===== config.mk =====
export PLATFORM = sky130hd
export DESIGN_NAME = nrs_re_sequencer
export DESIGN_NICKNAME = d
export VERILOG_FILES = /design/src/rtl/nrs_pkg.sv /design/src/rtl/nrs_vshift_mod6.sv /design/src/rtl/nrs_re_sequencer.sv
export SDC_FILE = /design/constraint.sdc
export NUM_CORES = 1
export LEC_CHECK = 0
export CELL_PAD_IN_SITES_DETAIL_PLACEMENT = 0
export CELL_PAD_IN_SITES_GLOBAL_PLACEMENT = 2
export CORE_MARGIN = 1
export CORE_UTILIZATION = 30
export CTS_CLUSTER_SIZE = 25
export DETAILED_ROUTE_END_ITERATION = 8
export PLACE_DENSITY_LB_ADDON = 0.12
export SYNTH_ARGS = -nofsm -noshare
export SYNTH_HDL_FRONTEND = slang
export SYNTH_SLANG_ARGS = --single-unit

===== constraint.sdc =====
create_clock -name clk -period 20.9 [get_ports clk]
set_clock_uncertainty 0.05 [all_clocks]
set_input_delay 6.27 -clock clk [delete_from_list [all_inputs] [get_ports clk]]
set_output_delay 6.27 -clock clk [all_outputs]
set_load 0.1 [all_outputs]

===== src/rtl/nrs_pkg.sv =====
// rtl/nrs_pkg.sv - shared types, constants and position helpers for the NRS sequencer
package nrs_pkg;

    typedef enum logic [1:0] {
        S_IDLE,
        S_LOAD,
        S_EMIT,
        S_DONE
    } nrs_state_e;

    localparam int NRS_SYM0     = 5;
    localparam int NRS_SYM1     = 6;
    localparam int SYM_PER_SLOT = 7;
    localparam int N_SC         = 12;
    localparam int MAX_CELL_ID  = 503;

    function automatic logic [3:0] nrs_sym(input logic slot, input logic sym_sel);
        nrs_sym = 4'(slot ? SYM_PER_SLOT : 0) + 4'(sym_sel ? NRS_SYM1 : NRS_SYM0);
    endfunction

    // v is 0 or 3, so (v + v_shift) never exceeds 8 and one subtract suffices.
    function automatic logic [3:0] nrs_k(input logic sym_sel, input logic port,
                                         input logic m, input logic [2:0] v_shift);
        logic [3:0] sum;
        sum = ((sym_sel ^ port) ? 4'd3 : 4'd0) + {1'b0, v_shift};
        if (sum >= 4'd6) sum = sum - 4'd6;
        nrs_k = (m ? 4'd6 : 4'd0) + sum;
    endfunction

endpackage


===== src/rtl/nrs_vshift_mod6.sv =====
// rtl/nrs_vshift_mod6.sv - combinational 9-bit cell ID mod 6, shared with the TX generator
module nrs_vshift_mod6 (
    input  logic [8:0] cell_id_i,
    output logic [2:0] v_shift_o
);

    logic [2:0] odd_sum;
    logic [2:0] even_sum;
    logic [4:0] r;

    // 2^odd == 2 and 2^even (>0) == 4 modulo 6, so fold bits by weight class.
    always_comb begin
        odd_sum  = 3'(cell_id_i[1]) + 3'(cell_id_i[3]) + 3'(cell_id_i[5]) + 3'(cell_id_i[7]);
        even_sum = 3'(cell_id_i[2]) + 3'(cell_id_i[4]) + 3'(cell_id_i[6]) + 3'(cell_id_i[8]);
        r        = 5'(cell_id_i[0]) + {1'b0, odd_sum, 1'b0} + {even_sum, 2'b00};
        for (int i = 0; i < 4; i++) begin
            if (r >= 5'd6) r = r - 5'd6;
        end
        v_shift_o = r[2:0];
    end

endmodule


===== src/rtl/nrs_re_sequencer.sv =====
// rtl/nrs_re_sequencer.sv - streams NRS resource-element positions for N_SF subframes per start
module nrs_re_sequencer
    import nrs_pkg::*;
#(
    parameter int MAX_PORTS = 2,
    parameter int N_SF      = 1,
    parameter int SF_W      = (N_SF > 1) ? $clog2(N_SF) : 1
) (
    input  logic            clk,
    input  logic            rst_n,
    input  logic            start,
    input  logic [8:0]      N_cell_ID,
    input  logic            two_ports,
    input  logic            abort,
    input  logic            out_ready,
    output logic            out_valid,
    output logic [3:0]      index_demap,
    output logic [3:0]      sym_idx,
    output logic            port_idx,
    output logic [SF_W-1:0] sf_idx,
    output logic [7:0]      re_addr,
    output logic [2:0]      v_shift,
    output logic            busy,
    output logic            done
);

    nrs_state_e      state_q;
    logic [8:0]      cell_id_q;
    logic            two_ports_q;
    logic [SF_W-1:0] sf_q, sf_d;
    logic            slot_q, slot_d;
    logic            sym_sel_q, sym_sel_d;
    logic            port_q, port_d;
    logic            m_q, m_d;
    logic            valid_q, busy_q, done_q;
    logic [3:0]      k_q, k_d;
    logic [3:0]      sym_q, sym_d;
    logic [7:0]      re_q, re_d;
    logic [2:0]      vs_q, vs_comb;
    logic            last;
    logic            pay_slot, pay_ss, pay_port, pay_m;
    logic [2:0]      pay_vs;

    nrs_vshift_mod6 u_mod6 (
        .cell_id_i (cell_id_q),
        .v_shift_o (vs_comb)
    );

    // Counter nest, inner to outer: m, port, symbol-in-slot, slot, subframe.
    always_comb begin
        m_d       = ~m_q;
        port_d    = port_q;
        sym_sel_d = sym_sel_q;
        slot_d    = slot_q;
        sf_d      = sf_q;
        if (m_q) begin
            if (two_ports_q && !port_q) begin
                port_d = 1'b1;
            end else begin
                port_d    = 1'b0;
                sym_sel_d = ~sym_sel_q;
                if (sym_sel_q) begin
                    slot_d = ~slot_q;
                    if (slot_q) sf_d = sf_q + 1'b1;
                end
            end
        end
        last = m_q && (port_q == two_ports_q) && sym_sel_q && slot_q
               && (sf_q == SF_W'(N_SF - 1));

        // LOAD presents position zero using the freshly reduced cell ID.
        if (state_q == S_LOAD) begin
            pay_slot = 1'b0;
            pay_ss   = 1'b0;
            pay_port = 1'b0;
            pay_m    = 1'b0;
            pay_vs   = vs_comb;
        end else begin
            pay_slot = slot_d;
            pay_ss   = sym_sel_d;
            pay_port = port_d;
            pay_m    = m_d;
            pay_vs   = vs_q;
        end
        k_d   = nrs_k(pay_ss, pay_port, pay_m, pay_vs);
        sym_d = nrs_sym(pay_slot, pay_ss);
        re_d  = 8'(sym_d) * 8'(N_SC) + 8'(k_d);
    end

    always_ff @(posedge clk or negedge rst_n) begin
        if (!rst_n) begin
            state_q     <= S_IDLE;
            cell_id_q   <= '0;
            two_ports_q <= 1'b0;
            sf_q        <= '0;
            slot_q      <= 1'b0;
            sym_sel_q   <= 1'b0;
            port_q      <= 1'b0;
            m_q         <= 1'b0;
            valid_q     <= 1'b0;
            busy_q      <= 1'b0;
            done_q      <= 1'b0;
            k_q         <= '0;
            sym_q       <= '0;
            re_q        <= '0;
            vs_q        <= '0;
        end else if (abort) begin
            state_q <= S_IDLE;
            valid_q <= 1'b0;
            busy_q  <= 1'b0;
            done_q  <= 1'b0;
        end else begin
            case (state_q)
                S_IDLE: begin
                    if (start) begin
                        state_q     <= S_LOAD;
                        cell_id_q   <= N_cell_ID;
                        two_ports_q <= (MAX_PORTS == 2) && two_ports;
                        busy_q      <= 1'b1;
                    end
                end
                S_LOAD: begin
                    state_q   <= S_EMIT;
                    vs_q      <= vs_comb;
                    sf_q      <= '0;
                    slot_q    <= 1'b0;
                    sym_sel_q <= 1'b0;
                    port_q    <= 1'b0;
                    m_q       <= 1'b0;
                    valid_q   <= 1'b1;
                    k_q       <= k_d;
                    sym_q     <= sym_d;
                    re_q      <= re_d;
                end
                S_EMIT: begin
                    if (valid_q && out_ready) begin
                        if (last) begin
                            state_q <= S_DONE;
                            valid_q <= 1'b0;
                            busy_q  <= 1'b0;
                            done_q  <= 1'b1;
                        end else begin
                            sf_q      <= sf_d;
                            slot_q    <= slot_d;
                            sym_sel_q <= sym_sel_d;
                            port_q    <= port_d;
                            m_q       <= m_d;
                            k_q       <= k_d;
                            sym_q     <= sym_d;
                            re_q      <= re_d;
                        end
                    end
                end
                S_DONE: begin
                    state_q <= S_IDLE;
                    done_q  <= 1'b0;
                end
                default: state_q <= S_IDLE;
            endcase
        end
    end

    assign out_valid   = valid_q;
    assign index_demap = k_q;
    assign sym_idx     = sym_q;
    assign port_idx    = port_q;
    assign sf_idx      = sf_q;
    assign re_addr     = re_q;
    assign v_shift     = vs_q;
    assign busy        = busy_q;
    assign done        = done_q;

endmodule


Word-level counts from Yosys, hierarchy flattened
Cells that the tools add are included.

Input port bits: 15. Logic and storage cells: 142. Output and inout port bits: 24. Flip-flop bits (word level): 39.

Order comparisons: 5. Multipliers: 1. Reduce and logical (&&, ||, !) cells: 19. Add/sub/neg operators: 18. Bitwise operators: 6. Muxes and demuxes: 65. Eq/ne operators: 13.

Operators by type and width (count): $mux 1 (33); $ge 5x3->1 const B (4); $mux 4 (5); $mux 8 (2); $pmux 1 s2 (8); $pmux 4 s2 (2); $pmux 8 s2 (1); $mux 5 (3); $sub 5x3->5 const B (3); $add 3x1->3 (4); $mux 2 (6); $mux 3 (4); $ne 2x2->1 const B (6); $reduce_and 3->1 (4); $ne 3x3->1 const B (3); $reduce_bool 3->1 (3); $add 8x4->8 (1); $pmux 2 s4 (1); $reduce_and 4->1 (2); $reduce_and 8->1 (1); $logic_and 1x1->1 (6); $mul 4x2->6 const B (1); $add 1x4->5 (1); $add 5x5->5 (1); other kinds (16) (22).

Longest topological paths before layout
Depth in word-level cells: 22. Mapped depth: 41. Depth with buffers taken out: 41.

Cells and area by module
Synthesis repeated with hierarchy kept, for this count alone.

Cell total of the unflattened synthesis: 289. Area, all modules: 2886.5 sq um.

Modules (own cells, without submodules): nrs_re_sequencer (sequential area each 925.9 sq um, cells an instance 198, instances 1, area an instance 2154.6 sq um); nrs_vshift_mod6 (sequential area each 0.0 sq um, cells an instance 91, instances 1, area an instance 732.0 sq um).

Worst setup path before layout
OpenSTA, ideal clock, no wires.

Path kind: flip-flop to flip-flop. Start: register cell_id_q[1]. End: register re_q[6], in the netlist re_addr[6]. Buffers on the path: 2. Library setup time: 0.135 ns. Cell stages (with the launch flop): 39. Clock period less this slack: 8.434 ns. Slack: 12.466 ns. Data arrival time: 8.249 ns. Required time: 20.715 ns. Cells stage by stage: dfrtp_1 ha_1 inv_1 fa_1 inv_1 ha_1 ha_1 fa_1 buf_2 nor3_2 mux2_4 ha_1 clkbuf_1 a31oi_1 mux2_4 ha_1 inv_1 o31a_1 (+3 left out) a21oi_1 a211oi_1 nor3_1 a21oi_1 mux2i_1 ha_1 a21oi_1 xor2_1 ha_1 o21ai_0 fa_1 inv_1 ha_1 inv_1 fa_1 nor2b_1 xnor2_1 o21ai_0.

Word-level cells in the longest chain between the ends: 22. Elaborated cells on any way between the ends: 27. Classes of those cells: 13 x add/sub; 5 x order compare; 9 x mux.

Ends and longest elaborated chain: from (decl) (line nrs_re_sequencer.sv:28) `logic [8:0] cell_id_q;`; from (signal assigned) (line nrs_re_sequencer.sv:117) `cell_id_q <= N_cell_ID;`; $add 1x1->2 * (line nrs_vshift_mod6.sv:13) `odd_sum = 3'(cell_id_i[1]) + 3'(cell_id_i[3]) + 3'(cell_id_i[5]) + 3'(cell_id_i[7]);`; $add 3x1->3 * (2 in series) (line nrs_vshift_mod6.sv:13); $add 1x4->5 * (line nrs_vshift_mod6.sv:15) `r = 5'(cell_id_i[0]) + {1'b0, odd_sum, 1'b0} + {even_sum, 2'b00};`; $add 5x5->5 * (line nrs_vshift_mod6.sv:15); $sub 5x3->5 or $ge 5x3->1 (tied branches) (line nrs_vshift_mod6.sv:17) `if (r >= 5'd6) r = r - 5'd6;`; $mux 5 * (line nrs_vshift_mod6.sv:17); $sub 5x3->5 or $ge 5x3->1 (tied branches) (line nrs_vshift_mod6.sv:17); $mux 5 * (line nrs_vshift_mod6.sv:17); (+6 left out); $sub 4x3->4 or $ge 4x3->1 (tied branches) (line nrs_pkg.sv:26) `if (sum >= 4'd6) sum = sum - 4'd6;`; $mux 4 * (line nrs_pkg.sv:26); $add 3x4->4 * (line nrs_pkg.sv:27) `nrs_k = (m ? 4'd6 : 4'd0) + sum;`; named net k_d[2] (line nrs_re_sequencer.sv:36) `logic [3:0] k_q, k_d;`; $add 8x4->8 * (line nrs_re_sequencer.sv:87) `re_d = 8'(sym_d) * 8'(N_SC) + 8'(k_d);`; $mux 8 (line nrs_re_sequencer.sv:137) `if (last) begin`; $mux 8 (line nrs_re_sequencer.sv:136) `if (valid_q && out_ready) begin`; $pmux 8 s2 * (line nrs_re_sequencer.sv:113) `case (state_q)`; to (signal assigned) (line nrs_re_sequencer.sv:133) `re_q <= re_d;`; to (signal assigned) (line nrs_re_sequencer.sv:150) `re_q <= re_d;`; to (decl) (line nrs_re_sequencer.sv:38) `logic [7:0] re_q, re_d;`.

Mark *: on every way through the listed nets, which the timed path passes. The rest lies on a longest branch. The select of a mux whose other input is x is not followed. A chain may end at the register's enable or synchronous reset.

Final worst setup path
Same ends and word-level chain as after synthesis.

==> flow_metrics.tcl <==
set metrics [dict create \
    status "finished, final reports clean" \
    synthesis.instances 332 \
    report.final.setup_viol 0 \
    detail_route.iter0.violations 103 \
    grt_util_all_layers_pct 14.15 \
    design.portCount 39 \
    setup.worst_path.start_class "flip-flop" \
    die_height_um 101.5 \
    global_route.peak_usage_layer "met1" \
    clock_path_buffers 2 \
    critical_path.slowest_cell "xor2_2" \
    wirelength_routed_um 6607 \
    cts_made_buffers 5 \
    critical-path-max-stage-delay_ps 680 \
    synth_enable_flop_cells 0 \
    die_width_um 101.5 \
    finalHoldWorstSlack_ps 419.2 \
    yosys_cell_types 61 \
    cp-end-kind "flip-flop" \
    syn2layout_area_growth_pct 17.79 \
    clk_root_buffer_cell "clkbuf_8" \
    hpwlAfterDp_um 4931 \
    vias_in_the_first_global_route 2335 \
    drive_above_1_share_pct 9.695 \
    post-synth-top-area-cell "dfrtp_1" \
    grt.overflow.total 0 \
    path_max_fanout 17 \
    worst_slew_margin_rel_pct 31.50 \
    routed_via_density 4.902 \
    core_area_sq_mm 0.009415 \
    max_freq_ghz 0.1035 \
    cts.hold.buffers_added 0 \
    first_pass_grt_wire_length_um 11470 \
    design.die.area_sq_mm 0.01029 \
    cts_htree_levels 2 \
    first_pass_iters 4 \
    gp_congestion 0.7922 \
    synth_top_area_share_pct 30.35 \
    routed_via_count 2402 \
    antenna_found_initial 0 \
    crit_top_cell "ha_1" \
    total_of_max_cap_violations 0 \
    slew_violations 0 \
    yosys-top-cells-area "dfrtp_1 30%, ha_1 10%, mux2_2 5.3%" \
    finish.net_count 404 \
    finalCriticalPeriod_ps 9667 \
    cts_tree "yes" \
    timing.final.crit_share_pct 46.25 \
    post-cts-setup-buffers 0 \
    timing.critical_path.required_ps 21010 \
    grt_max_degree 37 \
    final_hold_viol_count 0 \
    synth-warning-count 0 \
    synthesis.area_sq_mm 0.002968 \
    worst_slew_pin_slew_ps 1020 \
    global_route.usage.met2_pct 21.14 \
    totalNegativeSetupSlack_ps 0 \
    met3_routing_resource_usage_after_global_routing_pct 2.277 \
    drc_errors 0 \
    cts_resized 0 \
    rows 35 \
    unrepaired_setup_endpoints_after_global_routing "no" \
    floorplan.initialDensity_pct 31.52 \
    worst_path_arrival_ps 9780 \
    yosysMostFrequentCell "nand2_1" \
    dr_wl_cell_um 13.48 \
    synthesized_netlist_net_count 376 \
    ys_dominant_reg_cell "dfrtp_1" \
    post-route-util_pct 37.13 \
    antenna_left 0 \
    clk-insertion-delay-late_ps 290 \
    synth.ff_latch_count 36 \
    critical_path_class "reg2reg" \
    n_antenna_cell 0 \
    seq_area_frac_synth_pct 30.35 \
    timing.hold.worst.class "reg2reg" \
    clk_pin_slew_worst_paths_ps 80 \
    ys_async_sr_fraction_pct 100.0 \
    synth_top_cells_by_count "38 x nand2_1, 36 x dfrtp_1, 30 x inv_1, 24 x ha_1, 22 x o21ai_0" \
    clock_sinks 36 \
    grtUsageMet1_pct 21.17 \
    syn_area_per_cell_sq_um 8.939 \
    portBuffers 38 \
]
[cell usage in the layout (no fill, tap or decap), types with 9 or more instances in the layout]
cell and n:
xnor2_1 9, nor2_1 13, clkdlybuf4s50_1 37, ha_1 24, o21ai_0 22, mux2_2 14
dfrtp_1 36, a21oi_1 13, inv_1 30, nand2_1 38
[logic make-up after synthesis]
family                   share of synthesized area (%)
XOR/XNOR                                         4.680
AO/OA/AOI/OAI                                    18.13
adder cells (fa/ha/maj)                          13.83
multiplexers                                     8.347
flip-flops                                       30.35
buffers and inverters                            7.083
AND/OR/NAND/NOR                                  17.58
[worst max-delay path: cells and delay by family (launching register included)]
family | cells | cell delay (ps)
AO/OA/AOI/OAI | 10 | 2380
XOR/XNOR | 3 | 1030
adder cells (fa/ha/maj) | 13 | 3820
buffers and inverters | 5 | 330
flip-flops | 1 | 390
multiplexers | 4 | 930
AND/OR/NAND/NOR | 4 | 610
[through the flow]
step           std cells  cell area [sq um]  worst slack, ps
2_1_floorplan        332               2968            12470
3_3_place_gp         482               3411            11360
3_5_place_dp         482               3411            11260
4_1_cts              490               3496            11230
5_1_grt              490               3496            10460
6_report             490               3496            11230
[per-layer routing]
layer | part of all wire [%] | vias up
li1 | - | 1223
met2 | 41 | 49
met1 | 54 | 1125
met4 | 0.94 | 0
met3 | 3.5 | 5
met5 | 0 | -
[worst paths after layout]
path / startpoint / endpoint / slack, ps / cells after the start
min reg2reg: sym_idx[2]$_DFFE_PN0P_ / sym_idx[2]$_DFFE_PN0P_ / 420 / 1
max reg2reg: cell_id_q[1]$_DFFE_PN0P_ / re_addr[6]$_DFFE_PN0P_ / 11230 / 39
min: sym_idx[2]$_DFFE_PN0P_ / sym_idx[2]$_DFFE_PN0P_ / 420 / 1
max: cell_id_q[1]$_DFFE_PN0P_ / re_addr[6]$_DFFE_PN0P_ / 11230 / 39
min in group asynchronous: rst_n / v_shift[2]$_DFFE_PN0N_ / 6050 / 1
max in group asynchronous: rst_n / out_valid$_DFFE_PN0P_ / 14190 / 1
[final cells by class]
| class | instances | area, sq um |
|---|---|---|
| Fill cell | 990 | 5919 |
| Multi-Input combinational cell | 248 | 1857 |
| Sequential cell | 36 | 900.9 |
| Timing Repair Buffer | 38 | 375.4 |
| Tap cell | 129 | 161.4 |
| Inverter | 31 | 116.4 |
| Clock buffer | 7 | 76.32 |
| Clock inverter | 1 | 8.758 |
[registers in the layout, indices dropped and copies added, names as in the netlist, 2 cells and up]
| name | flops |
|---|---|
| index_demap | 4 |
| re_addr | 5 |
| sym_idx | 4 |
| cell_id_q | 9 |
| state_q | 2 |
| v_shift | 3 |
Power is left out: the tool's default activity adds up to more than one toggle a clock period on the data nets, which glitch-free logic cannot reach.
